`src/rtl/trace_reader_if.sv`:
```
// trace_reader_if
//   Bundles the capture-RAM read port and the byte stream to the UART
//   transmitter used by trace_reader.
//   master : the reader side. It drives ram_en, ram_addr, tx_data and tx_valid,
//            and receives ram_rdata and tx_ready.
//   slave  : the RAM and transmitter side.
interface trace_reader_if #(
  parameter int ADDR_W = 9,
  parameter int DATA_W = 8
);
  logic              ram_en;
  logic [ADDR_W-1:0] ram_addr;
  logic [DATA_W-1:0] ram_rdata;
  logic [DATA_W-1:0] tx_data;
  logic              tx_valid;
  logic              tx_ready;

  modport master (
    output ram_en, ram_addr, tx_data, tx_valid,
    input  ram_rdata, tx_ready
  );

  modport slave (
    input  ram_en, ram_addr, tx_data, tx_valid,
    output ram_rdata, tx_ready
  );
endinterface

```
`src/rtl/trace_reader.sv`:
```
// trace_reader
//   Dumps the circular capture RAM, from the oldest sample to the newest, to
//   the UART transmit path once a capture has completed. When the last byte is
//   accepted it pulses clr_cap_done so that the capture engine can re-arm.
//
//   Ports:
//     clk, rst_n      clock, asynchronous active-low reset
//     dump_start_i    one-cycle dump request
//     cap_done_i      capture-complete flag
//     trace_end_i     next-write address at capture end (the oldest sample)
//     bus             trace_reader_if.master: RAM read port and tx valid/ready
//     busy_o          high in any state other than IDLE
//     dump_done_o     one-cycle pulse after the last byte is accepted
//     clr_cap_done_o  one-cycle pulse, coincident with dump_done_o
//     err_o           one-cycle pulse when a dump is requested without a capture
//
//   Define TRACE_READER_HDR_EN to prepend a 3-byte header to the dump:
//   0xA5, trace_end[ADDR_W-1:8], trace_end[7:0].
//
//   state | meaning
//   ------+-------------------------------------------------------------
//   IDLE  | waiting for dump_start_i
//   HDR   | header byte in tx_data (built only with TRACE_READER_HDR_EN)
//   READ  | ram_en high, address = ptr
//   LATCH | RAM data returning; copied into tx_data
//   SEND  | tx_valid high, waiting for tx_ready
//   DONE  | dump_done / clr_cap_done pulse
module trace_reader #(
  parameter int ADDR_W = 9,
  parameter int DATA_W = 8
) (
  input  logic              clk,
  input  logic              rst_n,
  input  logic              dump_start_i,
  input  logic              cap_done_i,
  input  logic [ADDR_W-1:0] trace_end_i,
  trace_reader_if.master    bus,
  output logic              busy_o,
  output logic              dump_done_o,
  output logic              clr_cap_done_o,
  output logic              err_o
);

  localparam int              DEPTH    = 1 << ADDR_W;
  localparam logic [ADDR_W:0] CNT_LAST = (ADDR_W+1)'(DEPTH - 1);

`ifdef TRACE_READER_HDR_EN
  typedef enum logic [2:0] {S_IDLE, S_READ, S_LATCH, S_SEND, S_DONE, S_HDR} state_t;
  logic [1:0]        hdr_idx_q;
`else
  typedef enum logic [2:0] {S_IDLE, S_READ, S_LATCH, S_SEND, S_DONE} state_t;
`endif

  state_t            state_q;
  logic [ADDR_W-1:0] ptr_q;
  logic [ADDR_W:0]   cnt_q;
  logic [DATA_W-1:0] tx_data_q;
  logic              tx_valid_q;
  logic              ram_en_q;
  logic              busy_q;
  logic              done_q;
  logic              err_q;

  always_ff @(posedge clk or negedge rst_n) begin
    if (!rst_n) begin
      state_q    <= S_IDLE;
      ptr_q      <= '0;
      cnt_q      <= '0;
      tx_data_q  <= '0;
      tx_valid_q <= 1'b0;
      ram_en_q   <= 1'b0;
      busy_q     <= 1'b0;
      done_q     <= 1'b0;
      err_q      <= 1'b0;
`ifdef TRACE_READER_HDR_EN
      hdr_idx_q  <= '0;
`endif
    end else begin
      // ram_en, done and err are single-cycle strobes. Each one is set only
      // on the edge that enters the state in which it is asserted.
      ram_en_q <= 1'b0;
      done_q   <= 1'b0;
      err_q    <= 1'b0;
      case (state_q)
        S_IDLE: begin
          if (dump_start_i) begin
            if (cap_done_i) begin
              ptr_q   <= trace_end_i;
              cnt_q   <= '0;
              busy_q  <= 1'b1;
`ifdef TRACE_READER_HDR_EN
              hdr_idx_q <= '0;
              state_q   <= S_HDR;
`else
              ram_en_q <= 1'b1;
              state_q  <= S_READ;
`endif
            end else begin
              err_q <= 1'b1;
            end
          end
        end
`ifdef TRACE_READER_HDR_EN
        // Each header byte spends one cycle loading and then waits for acceptance.
        S_HDR: begin
          if (!tx_valid_q) begin
            tx_valid_q <= 1'b1;
            case (hdr_idx_q)
              2'd0:    tx_data_q <= DATA_W'(8'hA5);
              2'd1:    tx_data_q <= DATA_W'(ptr_q >> 8);
              default: tx_data_q <= DATA_W'(ptr_q[7:0]);
            endcase
          end else if (bus.tx_ready) begin
            tx_valid_q <= 1'b0;
            hdr_idx_q  <= hdr_idx_q + 2'd1;
            if (hdr_idx_q == 2'd2) begin
              ram_en_q <= 1'b1;
              state_q  <= S_READ;
            end
          end
        end
`endif
        S_READ: state_q <= S_LATCH;
        S_LATCH: begin
          tx_data_q  <= bus.ram_rdata;
          tx_valid_q <= 1'b1;
          state_q    <= S_SEND;
        end
        S_SEND: begin
          if (bus.tx_ready) begin
            tx_valid_q <= 1'b0;
            ptr_q      <= ptr_q + ADDR_W'(1);
            cnt_q      <= cnt_q + (ADDR_W+1)'(1);
            if (cnt_q == CNT_LAST) begin
              done_q  <= 1'b1;
              state_q <= S_DONE;
            end else begin
              ram_en_q <= 1'b1;
              state_q  <= S_READ;
            end
          end
        end
        S_DONE: begin
          busy_q  <= 1'b0;
          state_q <= S_IDLE;
        end
        default: begin
          busy_q     <= 1'b0;
          tx_valid_q <= 1'b0;
          state_q    <= S_IDLE;
        end
      endcase
    end
  end

  assign bus.ram_en      = ram_en_q;
  assign bus.ram_addr    = ptr_q;
  assign bus.tx_data     = tx_data_q;
  assign bus.tx_valid    = tx_valid_q;
  assign busy_o          = busy_q;
  assign dump_done_o     = done_q;
  assign clr_cap_done_o  = done_q;
  assign err_o           = err_q;

endmodule

```
`src/flat_wrapper.sv`:
```
// flat-port wrapper written by rule: the top's interface ports become plain ports
module trace_reader_flat 
#(
  parameter int ADDR_W = 9,
  parameter int DATA_W = 8
)
  (clk, rst_n, dump_start_i, cap_done_i, trace_end_i, busy_o, dump_done_o, clr_cap_done_o, err_o, bus_ram_en, bus_ram_addr, bus_tx_data, bus_tx_valid, bus_ram_rdata, bus_tx_ready);
  trace_reader_if #(.ADDR_W(ADDR_W), .DATA_W(DATA_W)) bus_i ();
  input  logic clk;
  input  logic rst_n;
  input  logic dump_start_i;
  input  logic cap_done_i;
  input  logic [ADDR_W-1:0] trace_end_i;
  output logic busy_o;
  output logic dump_done_o;
  output logic clr_cap_done_o;
  output logic err_o;
  output wire logic [$bits(bus_i.ram_en)-1:0] bus_ram_en;
  output wire logic [$bits(bus_i.ram_addr)-1:0] bus_ram_addr;
  output wire logic [$bits(bus_i.tx_data)-1:0] bus_tx_data;
  output wire logic [$bits(bus_i.tx_valid)-1:0] bus_tx_valid;
  input wire logic [$bits(bus_i.ram_rdata)-1:0] bus_ram_rdata;
  input wire logic [$bits(bus_i.tx_ready)-1:0] bus_tx_ready;
  assign bus_ram_en = bus_i.ram_en;
  assign bus_ram_addr = bus_i.ram_addr;
  assign bus_tx_data = bus_i.tx_data;
  assign bus_tx_valid = bus_i.tx_valid;
  assign bus_i.ram_rdata = bus_ram_rdata;
  assign bus_i.tx_ready = bus_tx_ready;
  trace_reader #(.ADDR_W(ADDR_W), .DATA_W(DATA_W)) u_core (.clk(clk), .rst_n(rst_n), .dump_start_i(dump_start_i), .cap_done_i(cap_done_i), .trace_end_i(trace_end_i), .bus(bus_i), .busy_o(busy_o), .dump_done_o(dump_done_o), .clr_cap_done_o(clr_cap_done_o), .err_o(err_o));
endmodule
```
`config.mk`:
```
export PLATFORM = sky130hd
export DESIGN_NAME = trace_reader_flat
export DESIGN_NICKNAME = d
export VERILOG_FILES = /design/src/rtl/trace_reader_if.sv /design/src/rtl/trace_reader.sv /design/src/flat_wrapper.sv
export SDC_FILE = /design/constraint.sdc
export NUM_CORES = 1
export LEC_CHECK = 0
export BUFFER_PORTS_ARGS = -buffer_cell sky130_fd_sc_hd__buf_2
export CORE_ASPECT_RATIO = 1.1
export CORE_MARGIN = 2
export CORE_UTILIZATION = 45
export CTS_CLUSTER_SIZE = 12
export DETAILED_ROUTE_END_ITERATION = 6
export PLACE_DENSITY = 0.73
export SYNTH_ARGS = -nofsm -noshare
export SYNTH_HDL_FRONTEND = slang
export SYNTH_SLANG_ARGS = --single-unit
```
`constraint.sdc`:
```
create_clock -name clk -period 3.7 [get_ports clk]
set_input_delay 0.555 -clock clk [delete_from_list [all_inputs] [get_ports clk]]
set_output_delay 0.555 -clock clk [all_outputs]
set_load 0.05 [all_outputs]
```
Word level (Yosys, flattened, before mapping)
Cells that the tools add are included.
{ "word_totals": {"out_inout_bits": 23, "in_bits": 22, "ff_bits": 35, "word_cells": 58} }
{ "op_classes": {"reduce_logical": 8, "muxes": 29, "bitwise": 2, "eq_ne": 8, "addsub": 2} }
{ "ops": {"columns": ["operator", "count"], "rows": [
  ["10-bit two-way mux", 3],
  ["9-bit two-way mux", 3],
  ["10-bit case mux with 2 select lines", 1],
  ["9-bit case mux with 2 select lines", 1],
  ["1-bit two-way mux", 13],
  ["3-bit two-way mux", 4],
  ["3-bit case mux with 4 select lines", 1],
  ["10-bit by 1-bit adder with 10-bit output, second input constant", 1],
  ["10-bit by 9-bit equality test with 1-bit output, second input constant", 1],
  ["9-bit by 1-bit adder with 9-bit output, second input constant", 1],
  ["3-bit by 2-bit equality test with 1-bit output, second input constant", 2],
  ["2-bit inequality test, second input constant", 3],
  ["3-bit AND reduction", 2],
  ["3-bit OR reduction", 2],
  ["1-bit case mux with 2 select lines", 2],
  ["4-bit AND reduction", 1],
  ["3-bit by 1-bit equality test with 1-bit output, second input constant", 1],
  ["3-bit equality test, second input constant", 1],
  ["3-bit zero test", 1],
  ["1-bit case mux with 3 select lines", 1],
  ["1-bit NOT", 2],
  ["2-bit AND reduction", 1],
  ["2-bit nonzero test", 1]
]} }

Logic depth before layout (Yosys ltp)
Gate-level depths: netlist of run 1.
{ "logic_depth": {"word_depth": 4, "ltp_mapped": 7, "ltp_nobuf": 5} }

Least setup slack after synthesis of run 1
OpenSTA, ideal clock, no wires.
{ "synth_path": {"path_type": "reg2reg", "from": "reg u_core.ptr_q[0], in the netlist u_core.bus.ram_addr[0]", "to": "reg u_core.ptr_q[8], in the netlist u_core.bus.ram_addr[8]", "required_time_ns": 3.620, "n_path_buf": 0, "setup_time_ns": 0.080, "arrival_ns": 1.628, "slack_ns": 1.993, "synth_period_minus_slack_ns": 1.707, "stages_incl_launch_ff": 6, "path_cell_list": "dfrtp_1 ha_1 and4_1 nand4_1 a21oi_1 a2bb2oi_1"} }
{ "synth_via": {"elab_chain_cells": 3} }
{ "synth_lines": {"columns": ["element", "line_no", "rtl"], "rows": [
  ["start, declared", "trace_reader.sv:55", "logic [ADDR_W-1:0] ptr_q;"],
  ["start signal, assigned", "trace_reader.sv:88", "ptr_q <= trace_end_i;"],
  ["start signal, assigned", "trace_reader.sv:132", "ptr_q <= ptr_q + ADDR_W'(1);"],
  ["9-bit by 1-bit adder with 9-bit output", "trace_reader.sv:132", null],
  ["9-bit two-way mux", "trace_reader.sv:130", "if (bus.tx_ready) begin"],
  ["9-bit case mux with 2 select lines", "trace_reader.sv:84", "case (state_q)"]
]} }
No other way between the ends. The select of a mux whose other input is x is not followed.
A chain may end at the register's enable or synchronous reset.

Worst setup path in the final report of run 1
{ "layout_path": {"from": "reg u_core.state_q[0]", "to": "reg u_core.cnt_q[9]"} }
{ "layout_via": {"elab_chain_cells": 3, "elab_cells_between_ends": 8, "cone_classes": "eq/ne (4); mux (1); reduce/logical (3)"} }
{ "layout_lines": {"columns": ["element", "line_no", "rtl"], "rows": [
  ["start, declared", "trace_reader.sv:54", "state_t state_q;"],
  ["start signal, assigned", "trace_reader.sv:66", "state_q <= S_IDLE;"],
  ["start signal, assigned", "trace_reader.sv:96", "state_q <= S_READ;"],
  ["start signal, assigned", "trace_reader.sv:123", "S_READ: state_q <= S_LATCH;"],
  ["3-bit by 2-bit equality test with 1-bit output / 3-bit zero test (equally long branches)", "trace_reader.sv:84", null],
  ["2-bit inequality test (no line) / 2-bit nonzero test (equally long branches)", null, null],
  ["4-bit AND reduction (no line)", null, null],
  ["end signal, assigned", "trace_reader.sv:133", "cnt_q <= cnt_q + (ADDR_W+1)'(1);"],
  ["end, declared", "trace_reader.sv:56", "logic [ADDR_W:0] cnt_q;"]
]} }
Several ways; a longest one is shown, not always the timed one.

==> impl_summary.log, run 1 <==
INFO  metric postCtsSetupRepairBufs = 0
INFO  metric grtUsageTotal = 0.180
INFO  metric detail_route.iter0.violations = 107
INFO  metric num-nets-final = 231
INFO  metric most-common-layout-cells = 44 x buf_2, 35 x dfrtp_1, 17 x a21oi_1
INFO  metric hold_viol_final = 0
INFO  metric cts-hold-fix-buffers = 0
INFO  metric cp_max_fo = 12
INFO  metric combinational_family_with_the_most_area_after_synthesis = simple AND/OR/NAND/NOR gates
INFO  metric clock-skew-final = ~0.0056 ns
INFO  metric numPortBuffers = 44
INFO  metric synth_warnings = 0
INFO  metric yosys_most_used_dff = dfrtp_1
INFO  metric cell_leakage_power = 0.908 nW
INFO  metric synth_simple_gate_area_share = 0.199
INFO  metric drt.antenna.violating_nets = 0
INFO  metric number_of_antenna_violations_at_the_first_check_in_global_routing = 0
INFO  metric cell_by_cell_trace_of_the_critical_path = nand4bb_4, a2111o_1, or4_1, nand2_1
INFO  metric initial_core_util = 0.470
INFO  metric num_antenna_cells = 0
INFO  metric totalWireLength = 3.45 mm
INFO  metric synth_nets = 188
INFO  metric status = finished clean
INFO  metric path_clk_slew = 0.07 ns
INFO  metric post_cts_resize_count = 0
INFO  metric detailed_route_via_count = 1,389
INFO  metric tritoncts_clock_tree = built
INFO  metric fillers = 336
INFO  metric cap_viol_max_count = 0
INFO  metric synth_fa_ha_area_frac = 0.0147
INFO  metric drv_slew = 0
INFO  metric io_pins = 45
INFO  metric synthXorXnorAreaFrac = 0
INFO  metric core-area = 3630 um^2
INFO  metric finalWorstPathRequiredPeriod = 1.86 ns
INFO  metric power-per-cell-area = 937 nW/um^2
INFO  metric worst_path_max_delay_cell = dfrtp_1
INFO  metric die_area = roughly 4300 um^2
INFO  metric yosys-mux-area-fraction = 0.0588
INFO  metric die_x = 62.7 um
INFO  metric fin_tns_setup = 0 ns
INFO  metric chipHeight = 68.5 um
INFO  metric critPathKind = reg2reg
INFO  metric cp_data_arrival_time = 2.09 ns
INFO  metric postSynthCellCount = 164
INFO  metric floorplan.rows = 23
INFO  metric clock_sink_count = 35
INFO  metric timing.slew.headroom = 0.494
INFO  metric global_route.overflow_total = 0
INFO  metric syn_area = 1700 um^2
INFO  metric worst_setup_path_end_kind = flop
INFO  metric area.growth.synth_to_final = 19.6%
INFO  metric pin_count_of_the_biggest_net_entering_global_routing = 36
INFO  metric clockRootBuffer = clkbuf_8
INFO  metric drt_first_pass_iters = 6
INFO  metric critical_path.startpoint_type = flop
INFO  metric tightestPinTransition = 0.758 ns
INFO  metric cts_buf_count = 5
INFO  metric drcViolationCount = 0
INFO  metric async_reset_ff_frac = 1.00
INFO  metric layout_worst_path_cycle_share = 0.502
INFO  metric avgSynthCellArea = 10.4 um^2
INFO  metric cp_slowest_stage_delay = 0.50 ns
INFO  metric synth_edf_count = 0
INFO  metric timing.hold.worst.class = in2async
INFO  metric utilization = 0.562
INFO  metric clockBufferDepth = 2
INFO  metric post_route_cells_drive_above_1_share = 0.308
INFO  metric htree_num_levels = 2
INFO  metric grt_pass1_wl = 5.89 mm
INFO  metric required_worst_endpoint = between 3 and 4 ns
INFO  metric yosysSeqAreaShare = 0.514
INFO  metric setup_violations = 0
INFO  metric hold_ws = 0.337 ns
INFO  metric compound_gate_portion_of_the_synthesized_area = 0.171
INFO  metric finalWeightedCongestion = 0.788
INFO  metric vdd.ir_drop.worst = between 0.0004 and 0.0005 V
INFO  metric avgViaCountPerCell = 5.38
INFO  metric number_of_global_route_vias_before_repair = ~1,300
INFO  metric clkLatencyLatePin = 0.29 ns
INFO  metric grt_setup_unrepaired = no
INFO  metric ys_ff_latch = 35
INFO  metric final_common_cell = buf_2
INFO  metric post-dp-hpwl = 2.40 mm
INFO  metric maxClockFrequency = 538 MHz
INFO  metric post_synth_num_cell_types = 41
INFO  metric drt-wirelength-per-cell = roughly 13 um
==> per-stage QoR <==
stage               cell area (um^2)  cells  worst slack, ns  power (W)
floorplan                       1700    164             1.99    0.00142
global placement                1940    250             1.82    0.00160
detailed placement              1940    250             1.81    0.00161
CTS                             2040    258             1.85    0.00192
global route                    2040    258             1.61    0.00205
finish                          2040    258             1.84    0.00191
==> power breakdown <==
group          leakage [nW]  total [W]  internal [W]  switching (W)
sequential            0.416   0.000676      0.000532       0.000144
combinational         0.440   0.000931      0.000294       0.000637
clock                0.0515   0.000302      0.000170       0.000132
total                 0.908    0.00191      0.000996       0.000912
==> synthesized netlist by cell type (2+ instances only) <==
cell type   n  area [um^2]
dfrtp_1    35          876
a21oi_1    17         85.1
nand2_1    11         41.3
nor2_1     11         41.3
o21ai_0    10         50.1
mux2_2      8         90.1
nand3_1     7         35.0
inv_1       6         22.5
nand4_1     6         37.5
clkbuf_1    5         18.8
or3_1       4         25.0
or4_1       3         22.5
a2bb2oi_1   2         17.5
a31oi_1     2         12.5
and2_1      2         12.5
and3b_1     2         17.5
and4_1      2         17.5
buf_6       2         22.5
ha_1        2         25.0
nand2b_1    2         12.5
o211ai_1    2         15.0
o221a_2     2         22.5
o22ai_1     2         12.5
o31ai_1     2         15.0
==> registers in the layout, summed over array words and instances, names as in the netlist <==
signal / cells
u_core.clr_cap_done_o: 1
u_core.err_o: 1
u_core.bus.ram_addr: 9
u_core.bus.tx_valid: 1
u_core.bus.ram_en: 1
u_core.state_q: 3
u_core.busy_o: 1
u_core.bus.tx_data: 8
u_core.cnt_q: 10
==> final cells by class <==
type	instances	area, um^2	share of cell area
flip-flops and latches	35	876	0.430
multi-input cells	115	756	0.371
repair buffers	44	220	0.108
clock buffers	8	100	0.0491
well taps	50	62.6	0.0307
inverters	6	22.5	0.0111
==> worst max-delay path, delay by kind of cell, from the launching register on <==
kind,cells,cell delay [ns]
AND/OR/NAND/NOR,3,0.85
flip-flops,1,0.50
AO/OA/AOI/OAI,1,0.44
==> per-layer routing <==
metal | track usage | vias up | share of wire
met2 | 0.306 | 26 | 0.48
li1 | - | 697 | -
met5 | 0 | - | 0
met1 | 0.221 | 659 | 0.46
met3 | 0.0406 | 7 | 0.037
met4 | 0.0861 | 0 | 0.019
==> path summary, 6_finish.rpt <==
path / start / endpoint / slack [ns] / cells after the start
min in group clk: bus_ram_rdata[4] / u_core.bus.tx_data[4]$_DFFE_PN0P_ / 0.50 / 2
hold / removal: rst_n / u_core.bus.ram_addr[0]$_DFFE_PN0P_ / 0.34 / 1
max in group asynchronous: rst_n / u_core.bus.ram_addr[8]$_DFFE_PN0P_ / 2.88 / 1
hold reg to reg: u_core.cnt_q[8]$_DFFE_PN0P_ / u_core.cnt_q[8]$_DFFE_PN0P_ / 0.50 / 1
setup reg to reg: u_core.state_q[0]$_DFFE_PN0P_ / u_core.cnt_q[9]$_DFFE_PN0P_ / 1.84 / 4
setup / recovery: u_core.state_q[0]$_DFFE_PN0P_ / u_core.cnt_q[9]$_DFFE_PN0P_ / 1.84 / 4
==> cells by family (layout without fill, tap and decap cells) <==
| kind of cell | Yosys count | count (layout) |
|---|---|---|
| fa+ha+maj | 2 | 2 |
| simple gates | 58 | 58 |
| buf+inv | 14 | 58 |
| compound gates | 46 | 46 |
| flops | 35 | 35 |
| mux | 9 | 9 |
(Power assumes the default switching activity.)
==> inputs of run 2 (changes only) <==
Settings changed: ABC_AREA set to 1, PLACE_DENSITY 0.73 to 0.72.
Clock period 3.7 ns to 1.8 ns, I/O delays scaled along.
==> run 2 against run 1 <==
Net effect:
- total power up 130%
- global-route usage grew 1.5 points
- via count up 24%
- clock-buffer cell count down 3
- largest power group unchanged
- clock skew shrank 0.0026 ns
==> impl_summary.log, run 2 <==
INFO  metric max_flop_register = u_core.cnt_q
INFO  metric critical_path.startpoint_type = flop
INFO  metric holdPathEnd = u_core.bus.tx_data[4]$_DFFE_PN0P_
INFO  metric finalWorstPathRequiredPeriod = approximately 1.6 ns
INFO  metric ff2ff_path_depth = 8
INFO  metric yosysSeqAreaShare = 0.452
INFO  metric die_x = between 60 and 70 um
INFO  metric cap_viol_max_count = 0
INFO  metric most-common-layout-cells = 72 x nand2_1, 44 x buf_2, 35 x dfrtp_1
INFO  metric syn_area = 1940 um^2
INFO  metric htree_num_levels = 2
INFO  metric drt.antenna.violating_nets = 0
INFO  metric placement.cell_area = 2200 um^2
INFO  metric netlist_top_cells_area = dfrtp_1 45%, nand2_1 14%, nand3_1 6.2%, mux2_2 4.7%, inv_1 4.1%
INFO  metric drt_first_pass_iters = 4
INFO  metric tightestPinTransition = between 0.4 and 0.5 ns
INFO  metric largest_register_ff_count = 10
INFO  metric detailed_route_via_count = 1,724
INFO  metric drv_slew = 0
INFO  metric preCtsSetupSlack = 0.202 ns
INFO  metric setup_slack = between 0.2 and 0.25 ns
INFO  metric chipHeight = 72.8 um
INFO  metric clock-skew-final = 0.00307 ns
INFO  metric ys_ff_latch = 35
INFO  metric status = finished clean
INFO  metric cts_buf_count = 5
INFO  metric yosysTopAreaCellShare = 0.452
INFO  metric critPathKind = reg2reg
INFO  metric drcViolationCount = 0
INFO  metric clkLatencyLatePin = 0.29 ns
INFO  metric grt_pass1_wl = 7.13 mm
INFO  metric clockRootBuffer = clkbuf_8
INFO  metric initial_core_util = 0.459
INFO  metric post_synth_num_cell_types = 30
INFO  metric synth_nets = 264
INFO  metric synth_edf_count = 0
INFO  metric global_route.overflow_total = 0
INFO  metric design_area = 2330 um^2
INFO  metric path_clk_slew = 0.07 ns
INFO  metric num_antenna_cells = 0
INFO  metric final-instance-count-excl-fill = 343
INFO  metric post-dp-hpwl = 3.12 mm
INFO  metric vdd.ir_drop.worst = 0.00103 V
INFO  metric sequentialPowerShare = 0.302
INFO  metric avgViaCountPerCell = 5.03
INFO  metric pin_count_of_the_biggest_net_entering_global_routing = 25
INFO  metric postSynthCellCount = 240
INFO  metric core-area = between 4000 and 5000 um^2
INFO  metric p_int = approximately 0.0022 W
INFO  metric timing.hold.worst.class = in2reg
INFO  metric design_power_total = 0.00448 W
INFO  metric detail_route.iter0.violations = 71
INFO  metric hold_viol_final = 0
INFO  metric critical_register_to_register_path_startpoint = u_core.cnt_q[0]$_DFFE_PN0P_
INFO  metric worst_hold_path.num_cells = 2
INFO  metric totalWireLength = 4.16 mm
INFO  metric worst_setup_path_end_kind = flop
INFO  metric post_route_cells_drive_above_1_share = 0.280
INFO  metric required_worst_endpoint = between 1.5 and 2 ns
INFO  metric netlist.top_cell.by_area = dfrtp_1
INFO  metric area.growth.synth_to_final = 20.1%
INFO  metric clockBufferDepth = 2
INFO  metric number_of_antenna_violations_at_the_first_check_in_global_routing = 0
INFO  metric setup_violations = 0
INFO  metric timing.rr.end = u_core.state_q[0]$_DFFE_PN0P_
INFO  metric list_of_most_frequent_post_synthesis_cells = 72 x nand2_1, 35 x dfrtp_1, 24 x nand3_1
INFO  metric grtUsageTotal = 0.195
INFO  metric drt-wirelength-per-cell = 12.1 um
INFO  metric number_of_global_route_vias_before_repair = roughly 1,600
INFO  metric power-per-cell-area = around 1900 nW/um^2
INFO  metric hold_path_startpoint = bus_ram_rdata[4]
INFO  metric tritoncts_clock_tree = built
INFO  metric netSwitchingFraction = 0.516
INFO  metric clkPwrFrac = 0.157
INFO  metric minimum_setup_slack_among_reg_to_reg_paths = ~0.25 ns
INFO  metric num-nets-final = 312
INFO  metric layout_worst_path_cycle_share = 0.862
INFO  metric numPortBuffers = 44
INFO  metric cell_leakage_power = 1.19 nW
INFO  metric grt_setup_unrepaired = no
INFO  metric die_area = 4850 um^2
INFO  metric combinationalPowerShare = 0.540
INFO  metric synth_warnings = 0
INFO  metric async_reset_ff_frac = 1.00
INFO  metric fin_tns_setup = 0 ns
INFO  metric finalWeightedCongestion = 0.867
INFO  metric cp_data_arrival_time = between 1.5 and 2 ns
INFO  metric floorplan.rows = 25
INFO  metric clock_sink_count = 35
INFO  metric most_repeated_cell_in_the_gate_level_netlist_after_synthesis = nand2_1
INFO  metric net_switching = around 0.0023 W
INFO  metric fillers = 432
INFO  metric placedCellCount = 334
INFO  metric yosys_most_used_dff = dfrtp_1
INFO  metric io_pins = 45
INFO  metric timing.slew.headroom = 0.705
INFO  metric maxClockFrequency = 645 MHz
INFO  metric cp_max_fo = 8
INFO  metric avgSynthCellArea = about 8 um^2
INFO  metric final_common_cell = nand2_1
==> run 2: changes by cell type after synthesis, moves of 3 or more <==
cell	delta
a21oi_1	-16
clkbuf_1	-5
inv_1	+15
inv_2	+3
nand2_1	+61
nand2_2	+3
nand3_1	+17
nor2_1	+10
o21ai_1	+9
or3_1	-4
or4_1	-3
==> run 2: area by class of cell <==
class,count,area [um^2],area share
Multi-Input combinational cell,174,916,0.394
Sequential cell,35,876,0.377
Timing Repair Buffer,47,258,0.111
Inverter,25,96.3,0.0414
Clock buffer,5,68.8,0.0296
Tap cell,54,67.6,0.0290
Clock inverter,3,43.8,0.0188
==> run 2: how the worst max path moves through the flow <==
stage                                              end                                from
finish                   u_core.state_q[0]$_DFFE_PN0P_         u_core.cnt_q[0]$_DFFE_PN0P_
global route             u_core.state_q[0]$_DFFE_PN0P_         u_core.cnt_q[0]$_DFFE_PN0P_
CTS                      u_core.state_q[0]$_DFFE_PN0P_         u_core.cnt_q[0]$_DFFE_PN0P_
detailed placement       u_core.state_q[0]$_DFFE_PN0P_         u_core.cnt_q[0]$_DFFE_PN0P_
global placement         u_core.state_q[0]$_DFFE_PN0P_         u_core.cnt_q[0]$_DFFE_PN0P_
floorplan           u_core.bus.ram_addr[8]$_DFFE_PN0P_  u_core.bus.ram_addr[1]$_DFFE_PN0P_
==> run 2: power groups by stage <==
stage | clock network (W) | logic [W] | registers [W]
finish | 0.000705 | 0.00242 | 0.00136
global route | 0.000751 | 0.00267 | 0.00140
CTS | 0.000722 | 0.00246 | 0.00136
detailed placement | 0 | 0.00245 | 0.00137
global placement | 0 | 0.00239 | 0.00135
floorplan | 0 | 0.00122 | 0.00211
==> run 2: worst max-delay path: stages, from the launching register on <==
cell and delay [ns]:
dfrtp_1 0.48, ha_1 0.25, nand2_1 0.10, nor2_2 0.19, nand4_1 0.17, nand2_1 0.11
nand2_1 0.05, nand2_1 0.05, nand2_1 0.04
==> run 2: stage by stage <==
step           hold WS, ns  utilization
2_1_floorplan      -0.0256            -
3_3_place_gp         0.237        0.521
3_5_place_dp         0.241        0.521
4_1_cts              0.204        0.550
5_1_grt              0.208        0.551
6_report             0.209        0.551
==> run 2: per-layer routing <==
layer / share of wire / global-route usage / up-vias
met5: 0 / 0 / -
met4: 0.013 / 0.0635 / 0
met3: 0.038 / 0.0525 / 6
met2: 0.52 / 0.343 / 34
met1: 0.43 / 0.228 / 808
li1: - / - / 876
==> run 2: kinds of logic (layout without fill, tap and decap cells) <==
group	after synthesis	in the layout	share of synthesized area
AOI/OAI and AO/OA	23	23	0.0672
xor gates and xnor gates	2	2	0.00905
adders and majority gates	2	2	0.0129
buffers and inverters	31	80	0.0762
DFF	35	35	0.452
muxes	8	8	0.0465
and+or+nand+nor	139	139	0.336
==> run 2: repair_timing <==
action | CTS | global route
setup endpoints to repair | 0 | 1
hold buffers | 1 | 0
resized for setup | 0 | 1
hold endpoints to repair | 17 | 0
buffers inserted | 0 | 0
==> inputs of run 3 (changes only) <==
Settings changed: PLACE_DENSITY 0.72 to 0.7.
Clock period 1.8 ns to 1.7 ns, I/O delays scaled along.
==> run 3 against run 2 <==
Net effect:
- clock power is 17% lower
- die area stayed put
- worst setup slack worse by 0.075 ns
- core utilization is 0.53 points lower
- clock skew is 0.0074 ns higher
- critical endpoint unchanged
- clock-buffer cell count is 1 higher
- largest cell class unchanged
==> impl_summary.log, run 3 (same netlist as run 2, synthesis figures left out) <==
INFO  metric fin_tns_setup = 0 ns
INFO  metric grt_pass1_wl = 6.64 mm
INFO  metric worst_setup_path_end_kind = flop
INFO  metric drt.antenna.violating_nets = 0
INFO  metric grtUsageTotal = 0.179
INFO  metric finalWorstPathRequiredPeriod = around 1.5 ns
INFO  metric p_int = between 0.002 and 0.0025 W
INFO  metric clockBufferDepth = 2
INFO  metric number_of_global_route_vias_before_repair = 1,532
INFO  metric post-dp-hpwl = 2.89 mm
INFO  metric combinationalPowerShare = 0.564
INFO  metric drt_first_pass_iters = 6
INFO  metric design_area = 2300 um^2
INFO  metric cell_leakage_power = roughly 1.2 nW
INFO  metric max_flop_register = u_core.cnt_q
INFO  metric drt-wirelength-per-cell = 11.4 um
INFO  metric io_pins = 45
INFO  metric net_switching = 0.00241 W
INFO  metric initial_core_util = 0.459
INFO  metric cp_data_arrival_time = 1.72 ns
INFO  metric worst_path_max_delay_cell = dfrtp_1
INFO  metric critical_path.startpoint_type = flop
INFO  metric final_common_cell = nand2_1
INFO  metric required_worst_endpoint = 1.89 ns
INFO  metric post_cts_resize_count = 0
INFO  metric clock_sink_count = 35
INFO  metric pin_count_of_the_biggest_net_entering_global_routing = 25
INFO  metric clkLatencyLatePin = 0.29 ns
INFO  metric chipHeight = 72.8 um
INFO  metric post_route_cells_drive_above_1_share = 0.276
INFO  metric drv_slew = 0
INFO  metric power-per-cell-area = 1980 nW/um^2
INFO  metric avgViaCountPerCell = slightly below 5
INFO  metric global_route.overflow_total = 0
INFO  metric grt_setup_unrepaired = no
INFO  metric totalWireLength = 3.91 mm
INFO  metric fillers = ~430
INFO  metric timing.slew.headroom = 0.707
INFO  metric netSwitchingFraction = 0.528
INFO  metric htree_num_levels = 2
INFO  metric cell_by_cell_trace_of_the_critical_path = ha_1, nand2_1, nor2_1, nand4_1, nand2_1, nand2_1, nand2_1, nand2_1
INFO  metric clock-skew-final = 0.0105 ns
INFO  metric largest_register_ff_count = 10
INFO  metric vdd.ir_drop.worst = 0.00103 V
INFO  metric detailed_route_via_count = 1,694
INFO  metric num_antenna_cells = 0
INFO  metric cap_viol_max_count = 0
INFO  metric hold_viol_final = 0
INFO  metric cp_slowest_stage_delay = between 0.4 and 0.5 ns
INFO  metric tritoncts_clock_tree = built
INFO  metric critPathKind = reg2reg
INFO  metric path_clk_slew = ~0.080 ns
INFO  metric floorplan.rows = 25
INFO  metric utilization = 0.545
INFO  metric timing.hold.worst.class = in2reg
INFO  metric status = finished clean
INFO  metric maxClockFrequency = 655 MHz
INFO  metric cp_max_fo = 5
INFO  metric numPortBuffers = 44
INFO  metric detail_route.iter0.violations = 74
INFO  metric clockRootBuffer = clkbuf_8
INFO  metric die_x = 66.6 um
INFO  metric critical-path-top-cell-by-count = nand2_1
INFO  metric finalWeightedCongestion = 0.857
INFO  metric clkPwrFrac = 0.128
INFO  metric layout_worst_path_cycle_share = 0.897
INFO  metric cts_buf_count = 5
INFO  metric number_of_antenna_violations_at_the_first_check_in_global_routing = 0
INFO  metric setup_violations = 0
INFO  metric area.growth.synth_to_final = 18.9%
INFO  metric postCtsSetupRepairBufs = 0
INFO  metric core-area = 4220 um^2
INFO  metric most-common-layout-cells = 72 x nand2_1, 44 x buf_2, 35 x dfrtp_1
INFO  metric sequentialPowerShare = 0.308
INFO  metric tightestPinTransition = 0.439 ns
INFO  metric placement.cell_area = ~2200 um^2
INFO  metric drcViolationCount = 0
INFO  metric die_area = 4850 um^2
INFO  metric num-nets-final = ~310
INFO  metric design_power_total = 0.00457 W
[run 3: critical path, delay by kind of cell (launching register included)]
family	cells	cell delay [ns]
adders and majority gates	1	0.23
DFF	1	0.41
and+or+nand+nor	7	0.79
[run 3: cell type report]
cell class	instances	area (um^2)	area share
Clock inverter	2	12.5	0.00543
Inverter	25	96.3	0.0418
Clock buffer	6	72.6	0.0315
Timing Repair Buffer	48	265	0.115
Tap cell	54	67.6	0.0293
Multi-Input combinational cell	174	913	0.397
Sequential cell	35	876	0.380
[run 3: power groups by stage]
| stage | Clock, W | Sequential [W] | Combinational, W |
|---|---|---|---|
| 5_1_grt | 0.000645 | 0.00146 | 0.00284 |
| 2_1_floorplan | 0 | 0.00223 | 0.00130 |
| 3_3_place_gp | 0 | 0.00141 | 0.00257 |
| 6_report | 0.000586 | 0.00141 | 0.00258 |
| 3_5_place_dp | 0 | 0.00142 | 0.00261 |
| 4_1_cts | 0.000605 | 0.00141 | 0.00262 |
[run 3: repair_timing]
| item | 4_1_cts | 5_1_grt |
|---|---|---|
| hold buffers | 1 | 0 |
| setup endpoints to repair | 0 | 0 |
| hold endpoints to repair | 16 | 0 |
[run 3: through the flow]
stage               hold slack [ns]  setup WS [ns]  std cells
finish                        0.190          0.174        344
floorplan                   -0.0406         0.0922        240
CTS                           0.186          0.172        344
detailed placement            0.219          0.196        335
global placement              0.217          0.276        335
global route                  0.186         0.0432        344
[run 3: routing by layer]
layer  wire length [um]  GRT usage  vias up
met4                 71     0.0862        0
met5                  0          0        -
met1               1890      0.235      780
li1                   -          -      870
met2               1770      0.273       37
met3                179     0.0494        7
[run 3: path summary, 6_finish.rpt]
kind | start | endpoint | slack [ns] | cells past startpoint
min in group asynchronous | rst_n | u_core.cnt_q[8]$_DFFE_PN0P_ | 0.44 | 2
worst max-delay path | u_core.cnt_q[1]$_DFFE_PN0P_ | u_core.state_q[0]$_DFFE_PN0P_ | 0.17 | 8
max in group asynchronous | rst_n | u_core.bus.tx_data[2]$_DFFE_PN0P_ | 0.82 | 3
worst max register to register | u_core.cnt_q[1]$_DFFE_PN0P_ | u_core.state_q[0]$_DFFE_PN0P_ | 0.17 | 8
worst min-delay path | bus_ram_rdata[5] | u_core.bus.tx_data[5]$_DFFE_PN0P_ | 0.19 | 2
worst min register to register | u_core.bus.tx_data[6]$_DFFE_PN0P_ | u_core.bus.tx_data[6]$_DFFE_PN0P_ | 0.50 | 1
